**config.mk**
```make
export PLATFORM = sky130hd
export DESIGN_NAME = result_burst_stats_flat
export DESIGN_NICKNAME = d
export VERILOG_FILES = /design/src/rtl/result_burst_stats_pkg.sv /design/src/rtl/result_burst_stats_if.sv /design/src/rtl/result_burst_stats_fifo.sv /design/src/rtl/result_burst_stats.sv /design/src/flat_wrapper.sv
export SDC_FILE = /design/constraint.sdc
export NUM_CORES = 1
export LEC_CHECK = 0
export ABC_AREA = 1
export CAP_MARGIN = 20
export CELL_PAD_IN_SITES_DETAIL_PLACEMENT = 0
export CELL_PAD_IN_SITES_GLOBAL_PLACEMENT = 1
export CORE_MARGIN = 4
export CORE_UTILIZATION = 40
export CTS_CLUSTER_DIAMETER = 50
export DETAILED_ROUTE_END_ITERATION = 8
export PLACE_DENSITY = 0.8
export SLEW_MARGIN = 30
export SYNTH_ARGS = -nofsm -noshare
export SYNTH_HDL_FRONTEND = slang
export SYNTH_SLANG_ARGS = --single-unit
```
**constraint.sdc**
```tcl
create_clock -name clk -period 2.9 [get_ports clk]
set_input_delay 0.435 -clock clk [delete_from_list [all_inputs] [get_ports clk]]
set_output_delay 0.435 -clock clk [all_outputs]
set_load 0.005 [all_outputs]
```
**src/rtl/result_burst_stats_pkg.sv**
```systemverilog
// Shared widths, record layout and FSM encoding for the burst statistics block.
package result_stats_pkg;
    localparam int DATA_W = 7;
    localparam int CNT_W  = 5;
    localparam int SUM_W  = DATA_W + CNT_W;
    localparam int QDEPTH = 2;

    localparam logic [CNT_W-1:0] CNT_MAX = '1;

    typedef struct packed {
        logic        [CNT_W-1:0]  count;
        logic signed [SUM_W-1:0]  sum;
        logic signed [DATA_W-1:0] max;
        logic signed [DATA_W-1:0] min;
    } stats_rec_t;

    typedef enum logic {
        IDLE,
        ACCUM
    } state_t;
endpackage

```
**src/rtl/result_burst_stats_if.sv**
```systemverilog
// Upstream result stream in, per-burst record stream out.
interface result_burst_stats_if;
    import result_stats_pkg::*;

    logic                     in_valid;
    logic signed [DATA_W-1:0] in_result;
    logic                     out_valid;
    logic                     out_ready;
    logic        [CNT_W-1:0]  out_count;
    logic signed [SUM_W-1:0]  out_sum;
    logic signed [DATA_W-1:0] out_max;
    logic signed [DATA_W-1:0] out_min;
    logic                     overflow;

    modport slave (
        input  in_valid, in_result, out_ready,
        output out_valid, out_count, out_sum, out_max, out_min, overflow
    );

    modport master (
        output in_valid, in_result, out_ready,
        input  out_valid, out_count, out_sum, out_max, out_min, overflow
    );
endinterface

```
**src/rtl/result_burst_stats_fifo.sv**
```systemverilog
// QDEPTH-entry record FIFO; the head holds the last popped record while empty.
module stats_fifo
    import result_stats_pkg::*;
(
    input  logic       clk,
    input  logic       rst,
    input  logic       push,
    input  logic       pop,
    input  stats_rec_t wr_data,
    output stats_rec_t head,
    output logic       full,
    output logic       empty
);
    localparam int PTR_W = (QDEPTH > 1) ? $clog2(QDEPTH) : 1;
    localparam int OCC_W = $clog2(QDEPTH + 1);

    stats_rec_t       mem [QDEPTH];
    stats_rec_t       last_q;
    logic [PTR_W-1:0] wr_ptr;
    logic [PTR_W-1:0] rd_ptr;
    logic [OCC_W-1:0] occ;
    logic             do_push;
    logic             do_pop;

    assign empty   = (occ == '0);
    assign full    = (occ == OCC_W'(QDEPTH));
    assign do_pop  = pop && !empty;
    // a full queue still accepts a push when the head leaves in the same cycle
    assign do_push = push && (!full || do_pop);
    assign head    = empty ? last_q : mem[rd_ptr];

    always_ff @(posedge clk) begin
        if (do_push) begin
            mem[wr_ptr] <= wr_data;
        end
    end

    always_ff @(posedge clk) begin
        if (rst) begin
            wr_ptr <= '0;
            rd_ptr <= '0;
            occ    <= '0;
            last_q <= '0;
        end else begin
            if (do_push) begin
                wr_ptr <= (wr_ptr == PTR_W'(QDEPTH - 1)) ? '0 : wr_ptr + 1'b1;
            end
            if (do_pop) begin
                rd_ptr <= (rd_ptr == PTR_W'(QDEPTH - 1)) ? '0 : rd_ptr + 1'b1;
                last_q <= mem[rd_ptr];
            end
            case ({do_push, do_pop})
                2'b10:   occ <= occ + 1'b1;
                2'b01:   occ <= occ - 1'b1;
                default: ;
            endcase
        end
    end
endmodule

```
**src/rtl/result_burst_stats.sv**
```systemverilog
// Groups consecutive valid results into bursts (split at 31 samples) and
// queues count/sum/max/min records for a consumer with backpressure.
module result_burst_stats
    import result_stats_pkg::*;
(
    input  logic                 clk,
    input  logic                 rst,
    result_burst_stats_if.slave  bus
);
    state_t     state_q;
    state_t     state_d;
    stats_rec_t acc_q;
    stats_rec_t acc_d;
    stats_rec_t first_rec;
    stats_rec_t merged_rec;
    stats_rec_t head;
    logic       rec_push;
    logic       q_full;
    logic       q_empty;
    logic       q_pop;
    logic       overflow_q;

    logic signed [DATA_W-1:0] din;
    logic signed [SUM_W-1:0]  din_ext;

    assign din     = bus.in_result;
    assign din_ext = {{CNT_W{din[DATA_W-1]}}, din};

    always_comb begin
        first_rec       = '0;
        first_rec.count = CNT_W'(1);
        first_rec.sum   = din_ext;
        first_rec.max   = din;
        first_rec.min   = din;

        merged_rec       = acc_q;
        merged_rec.count = acc_q.count + 1'b1;
        merged_rec.sum   = acc_q.sum + din_ext;
        if ($signed(din) > $signed(acc_q.max)) begin
            merged_rec.max = din;
        end
        if ($signed(din) < $signed(acc_q.min)) begin
            merged_rec.min = din;
        end
    end

    always_comb begin
        state_d  = state_q;
        acc_d    = acc_q;
        rec_push = 1'b0;
        case (state_q)
            IDLE: begin
                if (bus.in_valid) begin
                    acc_d   = first_rec;
                    state_d = ACCUM;
                end
            end
            ACCUM: begin
                if (!bus.in_valid) begin
                    rec_push = 1'b1;
                    state_d  = IDLE;
                end else if (acc_q.count == CNT_MAX) begin
                    // full-length burst: emit it and start the next with this sample
                    rec_push = 1'b1;
                    acc_d    = first_rec;
                end else begin
                    acc_d = merged_rec;
                end
            end
            default: state_d = IDLE;
        endcase
    end

    always_ff @(posedge clk) begin
        if (rst) begin
            state_q    <= IDLE;
            acc_q      <= '0;
            overflow_q <= 1'b0;
        end else begin
            state_q <= state_d;
            acc_q   <= acc_d;
            if (rec_push && q_full && !q_pop) begin
                overflow_q <= 1'b1;
            end
        end
    end

    assign q_pop = !q_empty && bus.out_ready;

    stats_fifo u_fifo (
        .clk     (clk),
        .rst     (rst),
        .push    (rec_push),
        .pop     (q_pop),
        .wr_data (acc_q),
        .head    (head),
        .full    (q_full),
        .empty   (q_empty)
    );

    assign bus.out_valid = !q_empty;
    assign bus.out_count = head.count;
    assign bus.out_sum   = head.sum;
    assign bus.out_max   = head.max;
    assign bus.out_min   = head.min;
    assign bus.overflow  = overflow_q;
endmodule

```
**src/flat_wrapper.sv**
```systemverilog
// flat-port wrapper written by rule: the top's interface ports become plain ports
module result_burst_stats_flat import result_stats_pkg::*;
  (clk, rst, bus_in_valid, bus_in_result, bus_out_ready, bus_out_valid, bus_out_count, bus_out_sum, bus_out_max, bus_out_min, bus_overflow);
  result_burst_stats_if bus_i ();
  input  logic clk;
  input  logic rst;
  input wire logic [$bits(bus_i.in_valid)-1:0] bus_in_valid;
  input wire logic [$bits(bus_i.in_result)-1:0] bus_in_result;
  input wire logic [$bits(bus_i.out_ready)-1:0] bus_out_ready;
  output wire logic [$bits(bus_i.out_valid)-1:0] bus_out_valid;
  output wire logic [$bits(bus_i.out_count)-1:0] bus_out_count;
  output wire logic [$bits(bus_i.out_sum)-1:0] bus_out_sum;
  output wire logic [$bits(bus_i.out_max)-1:0] bus_out_max;
  output wire logic [$bits(bus_i.out_min)-1:0] bus_out_min;
  output wire logic [$bits(bus_i.overflow)-1:0] bus_overflow;
  assign bus_i.in_valid = bus_in_valid;
  assign bus_i.in_result = bus_in_result;
  assign bus_i.out_ready = bus_out_ready;
  assign bus_out_valid = bus_i.out_valid;
  assign bus_out_count = bus_i.out_count;
  assign bus_out_sum = bus_i.out_sum;
  assign bus_out_max = bus_i.out_max;
  assign bus_out_min = bus_i.out_min;
  assign bus_overflow = bus_i.overflow;
  result_burst_stats u_core (.clk(clk), .rst(rst), .bus(bus_i));
endmodule
```
Word level (Yosys, flattened, before mapping)
Memories as Yosys holds them, arrays and structs flattened. A register that Yosys moved wholly into a read port is not among the register bits.
Cells that the tools add are included.
{"block": "classes", "addsub": 6, "n_lt_le_gt_ge": 2, "n_eq_ne": 8, "mux": 18, "n_bitwise": 1, "n_reduce_logical": 14}
{"op": "$mux W31", "count": 4}
{"op": "$pmux W31 S2", "count": 1}
{"op": "$mux W7", "count": 2}
{"op": "$add A12 B7 Y12", "count": 1}
{"op": "$mux W1", "count": 10}
{"op": "$gt A7 B7 Y1", "count": 1}
{"op": "$lt A7 B7 Y1", "count": 1}
{"op": "$ne A3 B3 Y1 const B", "count": 2}
{"op": "$reduce_and A3 Y1", "count": 2}
{"op": "$add A5 B1 Y5 const B", "count": 1}
{"op": "$eq A5 B5 Y1 const B", "count": 1}
{"op": "$logic_and A1 B1 Y1", "count": 5}
{"op": "$eq A2 B2 Y1 const B", "count": 2}
{"op": "$ne A2 B2 Y1 const B", "count": 2}
{"op": "$pmux W2 S2", "count": 1}
{"op": "$logic_not A1 Y1", "count": 3}
{"op": "$add A1 B1 Y1 const B", "count": 2}
{"op": "$add A2 B1 Y2 const B", "count": 1}
{"op": "$eq A2 B1 Y1 const B", "count": 1}
{"op": "$logic_not A2 Y1", "count": 1}
{"op": "$reduce_and A2 Y1", "count": 1}
{"op": "$reduce_bool A2 Y1", "count": 1}
{"op": "$sub A2 B1 Y2 const B", "count": 1}
{"op": "$logic_or A1 B1 Y1", "count": 1}
{"op": "$not A1 Y1", "count": 1}
{"block": "totals", "regBits": 68, "ramBits": 62, "output_inout_bits": 33, "n_memories": 1}
{"memory": "u_core.u_fifo.mem", "depth": 2, "width": 31, "rd": 1, "rd_clocked_by_memory_dff": 1, "write_ports": 1, "line": "result_burst_stats_fifo.sv:17", "rtl": "stats_rec_t mem [QDEPTH];"}

Logic depth before layout (Yosys ltp)
Gate-level depths: netlist (run 1).
{"block": "depth", "depth_word": 8, "mapped_depth": 15}

Hierarchy
Synthesis (run 1) repeated with hierarchy kept, for this count alone.
{"block": "hier_totals", "hier_cells": 775, "area_unflattened_um2": 6406.1}
{"mod": "stats_fifo", "instances": 1, "cells_per_inst": 398, "area_per_inst_um2": 3955.0, "seq_area_each_um2": 2582.5}
{"mod": "result_burst_stats", "instances": 1, "cells_per_inst": 377, "area_per_inst_um2": 2451.1, "seq_area_each_um2": 660.6}

Worst setup path before layout (run 1)
No wires, ideal clock.
{"block": "synth_path", "path_kind": "register to register", "from": "register u_core.acc_q[26] (netlist bit)", "to": "memory u_core.u_fifo.mem[1][0] (netlist bit) (enable)", "arrival_ns": 2.629, "required_time_ns": 2.480, "slack_ns": -0.149, "stages_incl_launch_ff": 11, "path_buffers": 0, "period_less_slack_ns": 3.049, "path_cell_list": "dfxtp_1 > ha_1 > nand2_1 > nor2_1 > ha_1 > inv_1 > a21oi_1 > inv_1 > nor2_1 > inv_1 > nor2_1"}
{"block": "synth_between", "elab_chain_len": 7}
{"item": "from (decl)", "line": "result_burst_stats.sv:12", "rtl": "stats_rec_t acc_q;"}
{"item": "from (signal assigned)", "line": "result_burst_stats.sv:77", "rtl": "acc_q <= '0;"}
{"item": "from (signal assigned)", "line": "result_burst_stats.sv:81", "rtl": "acc_q <= acc_d;"}
{"item": "$eq A5 B5 Y1", "line": "result_burst_stats.sv:62", "rtl": "end else if (acc_q.count == CNT_MAX) begin"}
{"item": "$mux W1", "line": "result_burst_stats.sv:62"}
{"item": "$mux W1", "line": "result_burst_stats.sv:59", "rtl": "if (!bus.in_valid) begin"}
{"item": "$mux W1", "line": "result_burst_stats.sv:51", "rtl": "case (state_q)"}
{"item": "$logic_and A1 B1 Y1", "line": "result_burst_stats_fifo.sv:29", "rtl": "assign do_push = push && (!full || do_pop);"}
{"item": "$mux W1", "line": "result_burst_stats_fifo.sv:33", "rtl": "if (do_push) begin"}
{"item": "$mux W1 (not written as such)", "line": "result_burst_stats_fifo.sv:34", "rtl": "mem[wr_ptr] <= wr_data;"}
{"item": "to (decl)", "line": "result_burst_stats_fifo.sv:17"}
Every way passes these cells.

==> results of run 1 <==
-- synth_stat cells, types with 5 or more instances --
master    count  share of area (%)
nor2_1       69                4.1
ha_1         27                5.3
nand3_1      36                2.9
inv_1        68                4.0
nand2_1     138                8.2
buf_6         5               0.89
a211oi_2     27                5.3
clkbuf_1      8               0.48
edfxtp_1     62                 29
a21oi_1      38                3.0
buf_2        11               0.87
mux2i_1      31                4.9
o21ai_0      49                3.9
dfxtp_1      69                 22
-- layer usage --
metal  wire length (µm)  up-vias  track usage, %
met4                132        0            5.09
met2               5890       86            23.1
met1               6340     2105            21.0
met3                538        8            3.47
li1                   -     2377               -
met5                  0        -               0
-- worst register-to-register path, delay by kind of cell (launching register included) --
| kind | cells | cell delay, ns |
|---|---|---|
| flip-flops | 1 | 0.41 |
| adder cells (fa/ha/maj) | 3 | 0.71 |
| buffers and inverters | 4 | 0.32 |
| AO/OA/AOI/OAI | 3 | 0.38 |
| AND/OR/NAND/NOR | 5 | 0.43 |
-- power by group through the flow --
stage | Combinational (mW) | Sequential, mW | Clock, mW
final | 0.877 | 2.14 | 2.02
after global routing | 0.989 | 2.16 | 2.17
after CTS | 0.888 | 2.14 | 2.06
after detailed placement | 0.884 | 2.18 | 0
after global placement | 0.865 | 2.17 | 0
after floorplan | 0.592 | 2.14 | 0
-- metrics by stage --
step,setup slack (ns),hold WS [ns],power (mW),cell area [µm²],cells
after floorplan,0.367,0.426,2.73,6320,677
final,0.286,0.457,5.04,7530,943
after global placement,0.438,0.428,3.04,6960,911
after global routing,0.128,0.473,5.31,7530,943
after CTS,0.241,0.453,5.09,7530,943
after detailed placement,0.435,0.441,3.06,6960,911
-- kinds of logic (layout without fill, tap and decap cells) --
group / Yosys count / after routing / synth area share, %
AND/OR/NAND/NOR: 255 / 255 / 16.7
flip-flops: 131 / 131 / 51.3
AO/OA/AOI/OAI: 125 / 125 / 13.5
buffers and inverters: 101 / 156 / 7.05
multiplexers: 31 / 31 / 4.91
adder cells (fa/ha/maj): 28 / 28 / 5.66
XOR/XNOR: 6 / 6 / 0.832
-- flip-flops by register name (all words and copies together), names as in the netlist, named ones only --
signal                count
u_core.u_fifo.last_q     31
u_core.u_fifo.occ         2
u_core.acc_q             31
u_core.u_fifo.wr_ptr      1
u_core.state_q            1
u_core.u_fifo.rd_ptr      1
u_core.bus.overflow       1
u_core.u_fifo.mem        62
-- area by class of cell --
type | instances | area, µm² | share of cell area [%]
Clock buffer | 18 | 439 | 5.83
Sequential cell | 131 | 3240 | 43.1
Clock inverter | 14 | 139 | 1.84
Tap cell | 211 | 264 | 3.50
Inverter | 69 | 259 | 3.44
Multi-Input combinational cell | 445 | 2640 | 35.0
Timing Repair Buffer | 55 | 553 | 7.34
-- placed cells by master (no fill, tap or decap) --
cell | netlist | final
o21a_1 | 1 | 1
buf_2 | 11 | 1
o211ai_1 | 2 | 2
buf_4 | 4 | 9
nor2_1 | 69 | 67
o21ai_1 | 0 | 1
dfxtp_2 | 0 | 1
fa_1 | 1 | 1
nor2_4 | 2 | 2
nand4_1 | 4 | 4
clkinv_2 | 0 | 5
edfxtp_1 | 62 | 62
mux2i_1 | 31 | 31
o221ai_1 | 1 | 1
inv_2 | 1 | 1
xor2_1 | 4 | 4
nand3_2 | 2 | 2
dfxtp_1 | 69 | 68
inv_1 | 68 | 68
clkdlybuf4s50_1 | 0 | 42
a21oi_1 | 38 | 38
nor2_2 | 1 | 3
a211oi_1 | 4 | 4
buf_12 | 0 | 3
a211oi_2 | 27 | 27
ha_1 | 27 | 27
clkinvlp_4 | 0 | 6
xnor2_1 | 2 | 2
clkbuf_8 | 0 | 1
nand3b_1 | 3 | 3
clkinv_4 | 0 | 1
o21ai_0 | 49 | 48
clkbuf_16 | 0 | 17
a31oi_1 | 2 | 2
nand2_1 | 138 | 138
bufinv_16 | 0 | 2
a21oi_2 | 1 | 1
nand3_1 | 36 | 36
-- worst max path at each step --
stage                      from                 endpoint  slack [ns]
2_1_floorplan  u_core.acc_q[26]  u_core.u_fifo.mem[1][0]        0.37
3_3_place_gp   bus_in_result[0]         u_core.acc_q[22]        0.44
3_5_place_dp   bus_in_result[0]         u_core.acc_q[22]        0.43
4_1_cts                    flop           bus_out_min[0]        0.24
5_1_grt                    flop           bus_out_min[0]        0.13
6_report                   flop           bus_out_min[0]        0.29
==> impl_results.md, run 1 <==
- Starting Density: 41.3%
- R2R Setup Slk: about 0.60 ns
- Peak supply drop: about 0.00033 V
- Starting DRT DRC Count: 251
- Final Util: 49.2%
- Syn nets: 716
- CP Max Fanout: 20
- Cell Int Power: between 3 and 4 mW
- Area growth syn-to-layout: 19.2%
- Post-synthesis area per instance: 9.33 µm²
- Worst-skew pair later-pin latency: 0.40 ns
- Final wirelength: 12900 µm
- Sequential Power Share: a little over two fifths
- Number of synthesized flops with an enable pin: 62
- Num Clock Sinks: 131
- Worst slew pin tran: ~0.76 ns
- RSZ-0062 raised after global routing: false
- Fin nets: roughly 760
- Critical path class: reg -> out
- GRT Total Usage: 15.1%
- Count of final hold-check violations: 0
- Buffers on Ports: 43
- Hold buffer count at cts: 0
- Die H: ~130 µm
- Placement row count: 45
- RR Endpoint: u_core.u_fifo.occ[1]
- Unique masters post-synth: 31
- Number of remaining DRC errors: 0
- Routability Congestion: about 0.82
- Period utilisation layout: between 90% and 100%
- CTS Root Cell: clkbuf_16
- Hold Crit Class: reg -> reg
- Slowest CP cell: dfxtp_2
- Boundary Pins: 44
- Final setup skew: a little over 0.008 ns
- Synth Flop Type: dfxtp_1
- Final Critical Period: about 2.6 ns
- Startpoint Class: flop
- Sw Pwr: ~1.3 mW
- Post-CTS Resized: 0
- Antenna diode count: 0
- Share of cells above drive strength 1: between 10 and 15%
- Delay-heaviest family, CP: buffers and inverters
- TNS Setup: 0 ns
- Mapped Cells: around 680
- Number of global-route vias before repair: between 4000 and 5000
- Hold path start: u_core.u_fifo.rd_ptr
- Drt wl/cell: around 14 µm
- Worst Path Buf+Inv: 2
- Global-route wire length before repair: 21700 µm
- Async SR Flop Fraction: 0%
- Core area: roughly 15000 µm²
- H-tree depth: 4
- Max Root-Sink Buffers: 2
- Clock-pin slew on the worst setup and hold paths: 0.05 ns
- Fmax: roughly 0.38 GHz
- CP Cell Sequence: buf_12, mux2i_1, o21ai_0, clkdlybuf4s50_1
- Yosys reg bits: ~130
- Clk pwr share: about 40%
- Largest net degree at the start of global routing: between 60 and 70
- Worst R2R Start: u_core.acc_q[26]
- DR vias: 4576
- R2R depth: 15
- WP depth: 4
- Cell Area, Synth: approximately 6300 µm²
- Max-cap violations: 0
- P_leak: around 2.9 nW
- Sw frac: a little over a quarter
- Pins over their slew limit: 0
- Via density: between 4 and 5
- DR pass1 iterations: 4
- Die Area: ~18000 µm²
- Pwr/cell area: between 600 and 700 nW/µm²
- Crit. End Element: output port
- Post-CTS setup buffer count: 0
- Final setup viols: 0
- Status: completed
- Antenna violations before repair: 0
- Width of the die: approximately 130 µm
- Combinational power share: roughly 17%
- Worst EP required: roughly 2.5 ns
- CTS tree: yes
- DRT antenna net count: 0
- Synth warn: 0
- Worst path max stage delay: between 0.5 and 0.6 ns
- Arrival time at the worst endpoint: 2.18 ns
- Seq/Total Area, Yosys: between 50% and 60%
- Hold depth: 1
- Relative slew slack: about half
- Final-layout fill cell count: approximately 1400
- Detailed placer's ending HPWL: 9430 µm
- GRT overflow: 0
- CTS Buf Count: 17
Power figures use the tool's default switching activity.
==> inputs of run 2 (changes only) <==
--- a/config.mk
+++ b/config.mk
@@ -13,8 +13,9 @@
 export CORE_UTILIZATION = 40
 export CTS_CLUSTER_DIAMETER = 50
 export DETAILED_ROUTE_END_ITERATION = 8
-export PLACE_DENSITY = 0.8
+export PLACE_DENSITY = 0.81
 export SLEW_MARGIN = 30
 export SYNTH_ARGS = -nofsm -noshare
 export SYNTH_HDL_FRONTEND = slang
+export SYNTH_HIERARCHICAL = 1
 export SYNTH_SLANG_ARGS = --single-unit
==> constraint.sdc (replaced) <==
create_clock -name clk -period 2.4 [get_ports clk]
set_input_delay 0.36 -clock clk [delete_from_list [all_inputs] [get_ports clk]]
set_output_delay 0.36 -clock clk [all_outputs]
set_load 0.005 [all_outputs]
==> run 2 against run 1 <==
Against the previous run: combinational power is 17% lower; synthesized cell count grew 14%; clock-buffer cell count increased by 7; clock power rose by 21%; sequential power rose by 16%; sequential cell count unchanged; cell area rose by 4.5%; via count grew 11%; largest power group unchanged; highest routed layer unchanged.
==> impl_results.md, run 2 <==
- Status: completed (unchanged)
- Slowest CP cell: clkdlybuf4s50_1 (was dfxtp_2)
- Detailed placer's ending HPWL: 9570 µm (was 9430 µm)
- Final setup skew: 0.0115 ns (was 0.00807 ns)
- Largest net degree at the start of global routing: 63 (was 66)
- Worst EP required: 2.04 ns (was 2.47 ns)
- Synth Flop Type: dfxtp_1 (unchanged)
- Final wirelength: 14400 µm (was 12900 µm)
- Share of the synthesized area in the top cell type: 29.1% (was 29.5%)
- DRT antenna net count: 0 (unchanged)
- Top post-synthesis cells by area: edfxtp_1, dfxtp_1, nand2_1 (unchanged)
- RSZ-0062 raised after global routing: true (was false)
- Boundary Pins: 44 (unchanged)
- P_leak: 3.43 nW (was 2.94 nW)
- Leading cell types in the layout, fill and taps excluded: nand2_1, inv_1, a21oi_1 (was nand2_1, inv_1, dfxtp_1)
- Sw Pwr: 1.34 mW (was 1.31 mW)
- CTS Buf Count: 17 (unchanged)
- Startpoint Class: flop (unchanged)
- Antenna violations before repair: 0 (unchanged)
- Unique masters post-synth: 31 (unchanged)
- Synth area leader: edfxtp_1 (unchanged)
- Synth warn: 6 (was 0)
- Drt wl/cell: 13.6 µm (was 13.7 µm)
- GRT overflow: 0 (unchanged)
- Worst slew pin tran: 0.853 ns (was 0.759 ns)
- TNS Setup: 0 ns (unchanged)
- Pins over their slew limit: 0 (unchanged)
- Antenna diode count: 0 (unchanged)
- Top-count cell post-synth: nand2_1 (unchanged)
- Global-route wire length before repair: 22000 µm (was 21700 µm)
- Share of cells above drive strength 1: 10.3% (was 11.2%)
- Mapped Cells: 775 (was 677)
- CTS Root Cell: clkbuf_16 (unchanged)
- Core area: 15400 µm² (was 15300 µm²)
- Die Area: 18100 µm² (was 17900 µm²)
- DR vias: 5075 (was 4576)
- Sequential Power Share: 44.0% (was 42.5%)
- Max Root-Sink Buffers: 2 (unchanged)
- Width of the die: 135 µm (was 134 µm)
- Largest Register: u_core/u_fifo/mem (was u_core.u_fifo.mem)
- Pwr/cell area: 717 nW/µm² (was 669 nW/µm²)
- Worst Path Buf+Inv: 3 (was 2)
- Period utilisation layout: between 90 and 100%
- Clk pwr share: 43.1% (was 40.1%)
- Post-synthesis area per instance: 8.27 µm² (was 9.33 µm²)
- Tot Pwr: 5.65 mW (was 5.04 mW)
- Async SR Flop Fraction: 0% (unchanged)
- Peak supply drop: 0.000523 V (was 0.000335 V)
- GRT Total Usage: 15.3% (was 15.1%)
- Placement row count: 45 (unchanged)
- Worst-skew pair later-pin latency: 0.41 ns (was 0.40 ns)
- Yosys reg bits: 131 (unchanged)
- Area growth syn-to-layout: 22.9% (was 19.2%)
- Cell Int Power: 4.31 mW (was 3.73 mW)
- Arrival time at the worst endpoint: 1.98 ns (was 2.18 ns)
- Number of synthesized flops with an enable pin: 62 (unchanged)
- Regs by FF count: u_core/u_fifo/mem x62, u_core/acc_q x31, u_core/u_fifo/last_q x31 (was u_core.u_fifo.mem x62, u_core.acc_q x31, u_core.u_fifo.last_q x31)
- H-tree depth: 4 (unchanged)
- CP Cell Sequence: nor2_4, buf_4, clkbuf_16, a21oi_1, clkdlybuf4s50_1 (was buf_12, mux2i_1, o21ai_0, clkdlybuf4s50_1)
- Final setup viols: 0 (unchanged)
- Number of global-route vias before repair: 4342 (was 4312)
- Starting Density: 41.5% (was 41.3%)
- Starting DRT DRC Count: 357 (was 251)
- Routability Congestion: 0.832 (was 0.820)
- Syn nets: 813 (was 716)
- Seq/Total Area, Yosys: 50.6% (was 51.3%)
- Final Critical Period: around 2.3 ns
- Max FFs per register: 62 (unchanged)
- Critical path class: reg -> out (unchanged)
- Via density: 4.81 (was 4.85)
- Clock-pin slew on the worst setup and hold paths: 0.05 ns (about the same)
- Worst path max stage delay: 0.45 ns (was 0.57 ns)
- Crit. End Element: output port (unchanged)
- Synth cell count leaders: nand2_1, inv_1, a21oi_1, dfxtp_1, nor2_1 (was nand2_1, dfxtp_1, nor2_1, inv_1, edfxtp_1)
- Cell Area, Synth: 6410 µm² (was 6320 µm²)
- Fmax: ~0.43 GHz
- Fin nets: 870 (was 758)
- CTS tree: yes (unchanged)
- Final-layout fill cell count: 1513 (was 1402)
- CP Max Fanout: 24 (was 20)
- Combinational power share: 12.8% (was 17.4%)
- Buffers on Ports: 43 (unchanged)
- Die H: 135 µm (was 134 µm)
- Count of final hold-check violations: 0 (unchanged)
- Most common cell after layout, fill and taps aside: nand2_1 (unchanged)
- Relative slew slack: 42.9% (was 49.0%)
- DR pass1 iterations: 5 (was 4)
- Sw frac: 23.7% (was 26.0%)
- Num Clock Sinks: 131 (unchanged)
- Max-cap violations: 0 (unchanged)
- Number of remaining DRC errors: 0 (unchanged)
- Delay-heaviest family, CP: buffers and inverters (unchanged)
- Hold Crit Class: reg -> reg (unchanged)
==> run 2: logic make-up (layout without fill, tap and decap cells) <==
group	Yosys count	after routing	synth area share (%)
xor+xnor	5	5	0.684
simple gates	258	258	17.3
compound gates	189	189	15.3
flops	131	131	50.6
buf+inv	165	235	10.7
fa+ha+maj	27	27	5.39
==> run 2: worst min-delay path: stages (launching register included) <==
cell	delay, ns
dfxtp_1	0.29
inv_1	0.06
a21oi_1	0.05
==> run 2: path summary, 6_finish.rpt <==
check,startpoint,endpoint,slack (ns),depth (start not counted)
min,u_core/u_fifo/last_q[24],u_core/u_fifo/last_q[24],0.45,2
max reg2reg,u_core/acc_q[26],u_core/u_fifo/mem[1][20],0.30,9
min reg2reg,u_core/u_fifo/last_q[24],u_core/u_fifo/last_q[24],0.45,2
max,u_core/u_fifo/occ[0],bus_out_sum[5],0.06,5
==> run 2: area by class of cell <==
cell class	instances	area, µm²	share of cell area, %
Clock buffer	25	475	6.04
Clock inverter	7	81.3	1.03
Inverter	133	499	6.34
Multi-Input combinational cell	479	2530	32.1
Sequential cell	131	3250	41.3
Tap cell	211	264	3.35
Timing Repair Buffer	70	774	9.83
==> run 2: routing by layer <==
metal / vias up / global-route usage, % / wire length, µm
li1: 2659 / - / -
met1: 2274 / 22.8 / 7210
met2: 136 / 22.0 / 6200
met3: 6 / 4.02 / 886
met4: 0 / 3.90 / 112
met5: - / 0 / 0
==> run 2: timing repair <==
action / 4_1_cts / 5_1_grt
buffers inserted: 0 / 2
resized for setup: 3 / 59
hold buffers: 0 / 0
cloned: 0 / 4
setup endpoints to repair: 3 / 31
pin swaps: 0 / 1
==> run 2: metrics by stage <==
stage | hold WS (ns) | instances | setup WS (ns) | cell area (µm²) | util, %
after floorplan | 0.426 | 775 | -0.284 | 6410 | -
after global placement | 0.438 | 1018 | 0.0816 | 7120 | 46.2
after detailed placement | 0.442 | 1018 | 0.0372 | 7120 | 46.2
after CTS | 0.451 | 1050 | -0.000548 | 7680 | 49.8
after global routing | 0.464 | 1056 | -0.0186 | 7880 | 51.0
final | 0.449 | 1056 | 0.0586 | 7880 | 51.0
==> run 2: power by group through the flow <==
stage / Clock [mW] / Combinational (mW) / Sequential [mW]
after detailed placement: 0 / 0.691 / 2.53
after global placement: 0 / 0.689 / 2.53
after CTS: 2.48 / 0.694 / 2.49
after global routing: 2.59 / 0.819 / 2.49
after floorplan: 0 / 0.461 / 2.50
final: 2.44 / 0.724 / 2.49
==> inputs of run 3 (changes only) <==
--- a/config.mk
+++ b/config.mk
@@ -14,6 +14,7 @@
 export CTS_CLUSTER_DIAMETER = 50
 export DETAILED_ROUTE_END_ITERATION = 8
 export PLACE_DENSITY = 0.81
+export SKIP_CTS_REPAIR_TIMING = 1
 export SLEW_MARGIN = 30
 export SYNTH_ARGS = -nofsm -noshare
 export SYNTH_HDL_FRONTEND = slang
==> run 3 against run 2 <==
Against the previous run: sequential share of layout area unchanged; clock power about the same; sequential cell count unchanged; first-iteration DRC count down 2.5%; utilization unchanged; largest power group unchanged; highest routed layer unchanged.
==> impl_results.md, run 3 (synthesized netlist as in run 2, its figures left out) <==
- R2R depth: 9 (unchanged)
- Die Area: 18100 µm² (unchanged)
- Clk pwr share: 43.2% (was 43.1%)
- DR vias: 5084 (was 5075)
- Arrival time at the worst endpoint: 1.98 ns (about the same)
- Sw frac: 23.8% (was 23.7%)
- Final wirelength: 14400 µm (about the same)
- Max Root-Sink Buffers: 2 (unchanged)
- Fin nets: 870 (unchanged)
- Worst-skew pair later-pin latency: 0.41 ns (about the same)
- WP depth: 5 (unchanged)
- Critical path class: reg -> out (unchanged)
- Worst Path Buf+Inv: 3 (unchanged)
- Leading cell types in the layout, fill and taps excluded: nand2_1, inv_1, a21oi_1 (unchanged)
- Antenna violations before repair: 0 (unchanged)
- Delay-heaviest family, CP: buffers and inverters (unchanged)
- Setup WS pre-CTS: 0.0372 ns (unchanged)
- Final-layout fill cell count: 1513 (unchanged)
- Worst path max stage delay: 0.45 ns (about the same)
- Tot Pwr: 5.65 mW (about the same)
- Num Clock Sinks: 131 (unchanged)
- CTS tree: yes (unchanged)
- Worst slew pin tran: 0.842 ns (was 0.853 ns)
- Global-route wire length before repair: 22000 µm (unchanged)
- Area growth syn-to-layout: 22.9% (unchanged)
- H-tree depth: 4 (unchanged)
- GRT overflow: 0 (unchanged)
- Pwr/cell area: 717 nW/µm² (about the same)
- Placement row count: 45 (unchanged)
- Clock-pin slew on the worst setup and hold paths: 0.05 ns (about the same)
- CTS Root Cell: clkbuf_16 (unchanged)
- Drt wl/cell: 13.7 µm (was 13.6 µm)
- Number of global-route vias before repair: 4342 (unchanged)
- Slowest CP cell: clkdlybuf4s50_1 (unchanged)
- Peak supply drop: 0.000523 V (about the same)
- Routability Congestion: 0.832 (unchanged)
- CTS Buf Count: 17 (unchanged)
- Cell Int Power: 4.31 mW (about the same)
- Crit. End Element: output port (unchanged)
- Fmax: 0.427 GHz (about the same)
- Final setup viols: 0 (unchanged)
- Hold depth: 2 (unchanged)
- Period utilisation layout: 97.6% (about the same)
- CP Cell Sequence: nor2_4, buf_4, clkbuf_16, a21oi_1, clkdlybuf4s50_1 (unchanged)
- Final Util: 51.0% (unchanged)
- Regs by FF count: u_core/u_fifo/mem x62, u_core/acc_q x31, u_core/u_fifo/last_q x31 (unchanged)
- Worst Slack Setup Final: 0.0567 ns (was 0.0586 ns)
- Number of remaining DRC errors: 0 (unchanged)
- Sw Pwr: 1.34 mW (about the same)
- Via density: 4.81 (about the same)
- GRT Total Usage: 15.3% (unchanged)
- Sequential Power Share: 44.0% (about the same)
- Final setup skew: 0.00871 ns (was 0.0115 ns)
- Share of cells above drive strength 1: 10.3% (unchanged)
- Core area: 15400 µm² (unchanged)
- Max FFs per register: 62 (unchanged)
- Starting Density: 41.5% (unchanged)
- Relative slew slack: 43.6% (was 42.9%)
- Status: completed (unchanged)
- Hold Crit Class: reg -> reg (unchanged)
- Detailed placer's ending HPWL: 9570 µm (unchanged)
- Number of cells after detailed placement: 1018 (unchanged)
- Boundary Pins: 44 (unchanged)
- DR pass1 iterations: 5 (unchanged)
- Starting DRT DRC Count: 348 (was 357)
- DRT antenna net count: 0 (unchanged)
- RSZ-0062 raised after global routing: true (unchanged)
- Count of final hold-check violations: 0 (unchanged)
- Max-cap violations: 0 (unchanged)
- Startpoint Class: flop (unchanged)
- Final Critical Period: 2.34 ns (about the same)
- Buffers on Ports: 43 (unchanged)
- Most common cell after layout, fill and taps aside: nand2_1 (unchanged)
- Largest Register: u_core/u_fifo/mem (unchanged)
- Width of the die: 135 µm (unchanged)
- Die H: 135 µm (unchanged)
- P_leak: 3.43 nW (unchanged)
- Pins over their slew limit: 0 (unchanged)
- Layout Cells excl Fill: 1056 (unchanged)
- Worst EP required: 2.04 ns (about the same)
- Largest net degree at the start of global routing: 63 (unchanged)
- Antenna diode count: 0 (unchanged)
- Combinational power share: 12.8% (about the same)
- Worst hold slack: 0.449 ns (about the same)
- CP Max Fanout: 24 (unchanged)
run 3: cell counts in the layout (fill, tap and decap cells not counted):
No cell type changed its count.
run 3: layout make-up:
cell class                 count  area, µm²  area share (%)
clock buffer                  25        475            6.04
tap                          211        264            3.35
multi-input combinational    479       2530            32.1
clock inverter                 7       81.3            1.03
timing repair buffer          70        774            9.83
sequential                   131       3250            41.3
inverter                     133        499            6.34
run 3: metal layers:
layer	vias up	global-route usage, %	part of all wire, %
li1	2660	-	-
met1	2292	22.8	51
met2	124	22.0	43
met3	8	4.02	5.2
met4	0	3.90	0.89
met5	-	0	0
run 3: worst register-to-register path, cell delays in order, from the launching register on:
cell and delay [ns]:
dfxtp_1 0.33, ha_1 0.16, nand2_1 0.05, nor2_1 0.10
ha_1 0.22, inv_1 0.07, a21oi_1 0.30, nand2_1 0.16
nor2_2 0.16, buf_12 0.23
run 3: power by group through the flow:
| stage | combinational (mW) | sequential (mW) | clock (mW) |
|---|---|---|---|
| global route | 0.819 | 2.49 | 2.59 |
| finish | 0.724 | 2.49 | 2.44 |
| floorplan | 0.461 | 2.50 | 0 |
| CTS | 0.693 | 2.49 | 2.48 |
| detailed placement | 0.691 | 2.53 | 0 |
| global placement | 0.689 | 2.53 | 0 |
run 3: worst paths after layout:
path | from | end | slack (ns)
hold / removal | u_core/u_fifo/last_q[24] | u_core/u_fifo/last_q[24] | 0.45
setup / recovery | u_core/u_fifo/occ[0] | bus_out_sum[5] | 0.06
hold reg to reg | u_core/u_fifo/last_q[24] | u_core/u_fifo/last_q[24] | 0.45
setup reg to reg | u_core/acc_q[26] | u_core/u_fifo/mem[1][20] | 0.30
run 3: per-stage QoR:
step	setup TNS (ns)	area (µm²)
final	0	7880
after global routing	-0.0635	7880
after CTS	-0.0566	7680
after detailed placement	0	7120
after global placement	0	7120
after floorplan	-16.61	6410
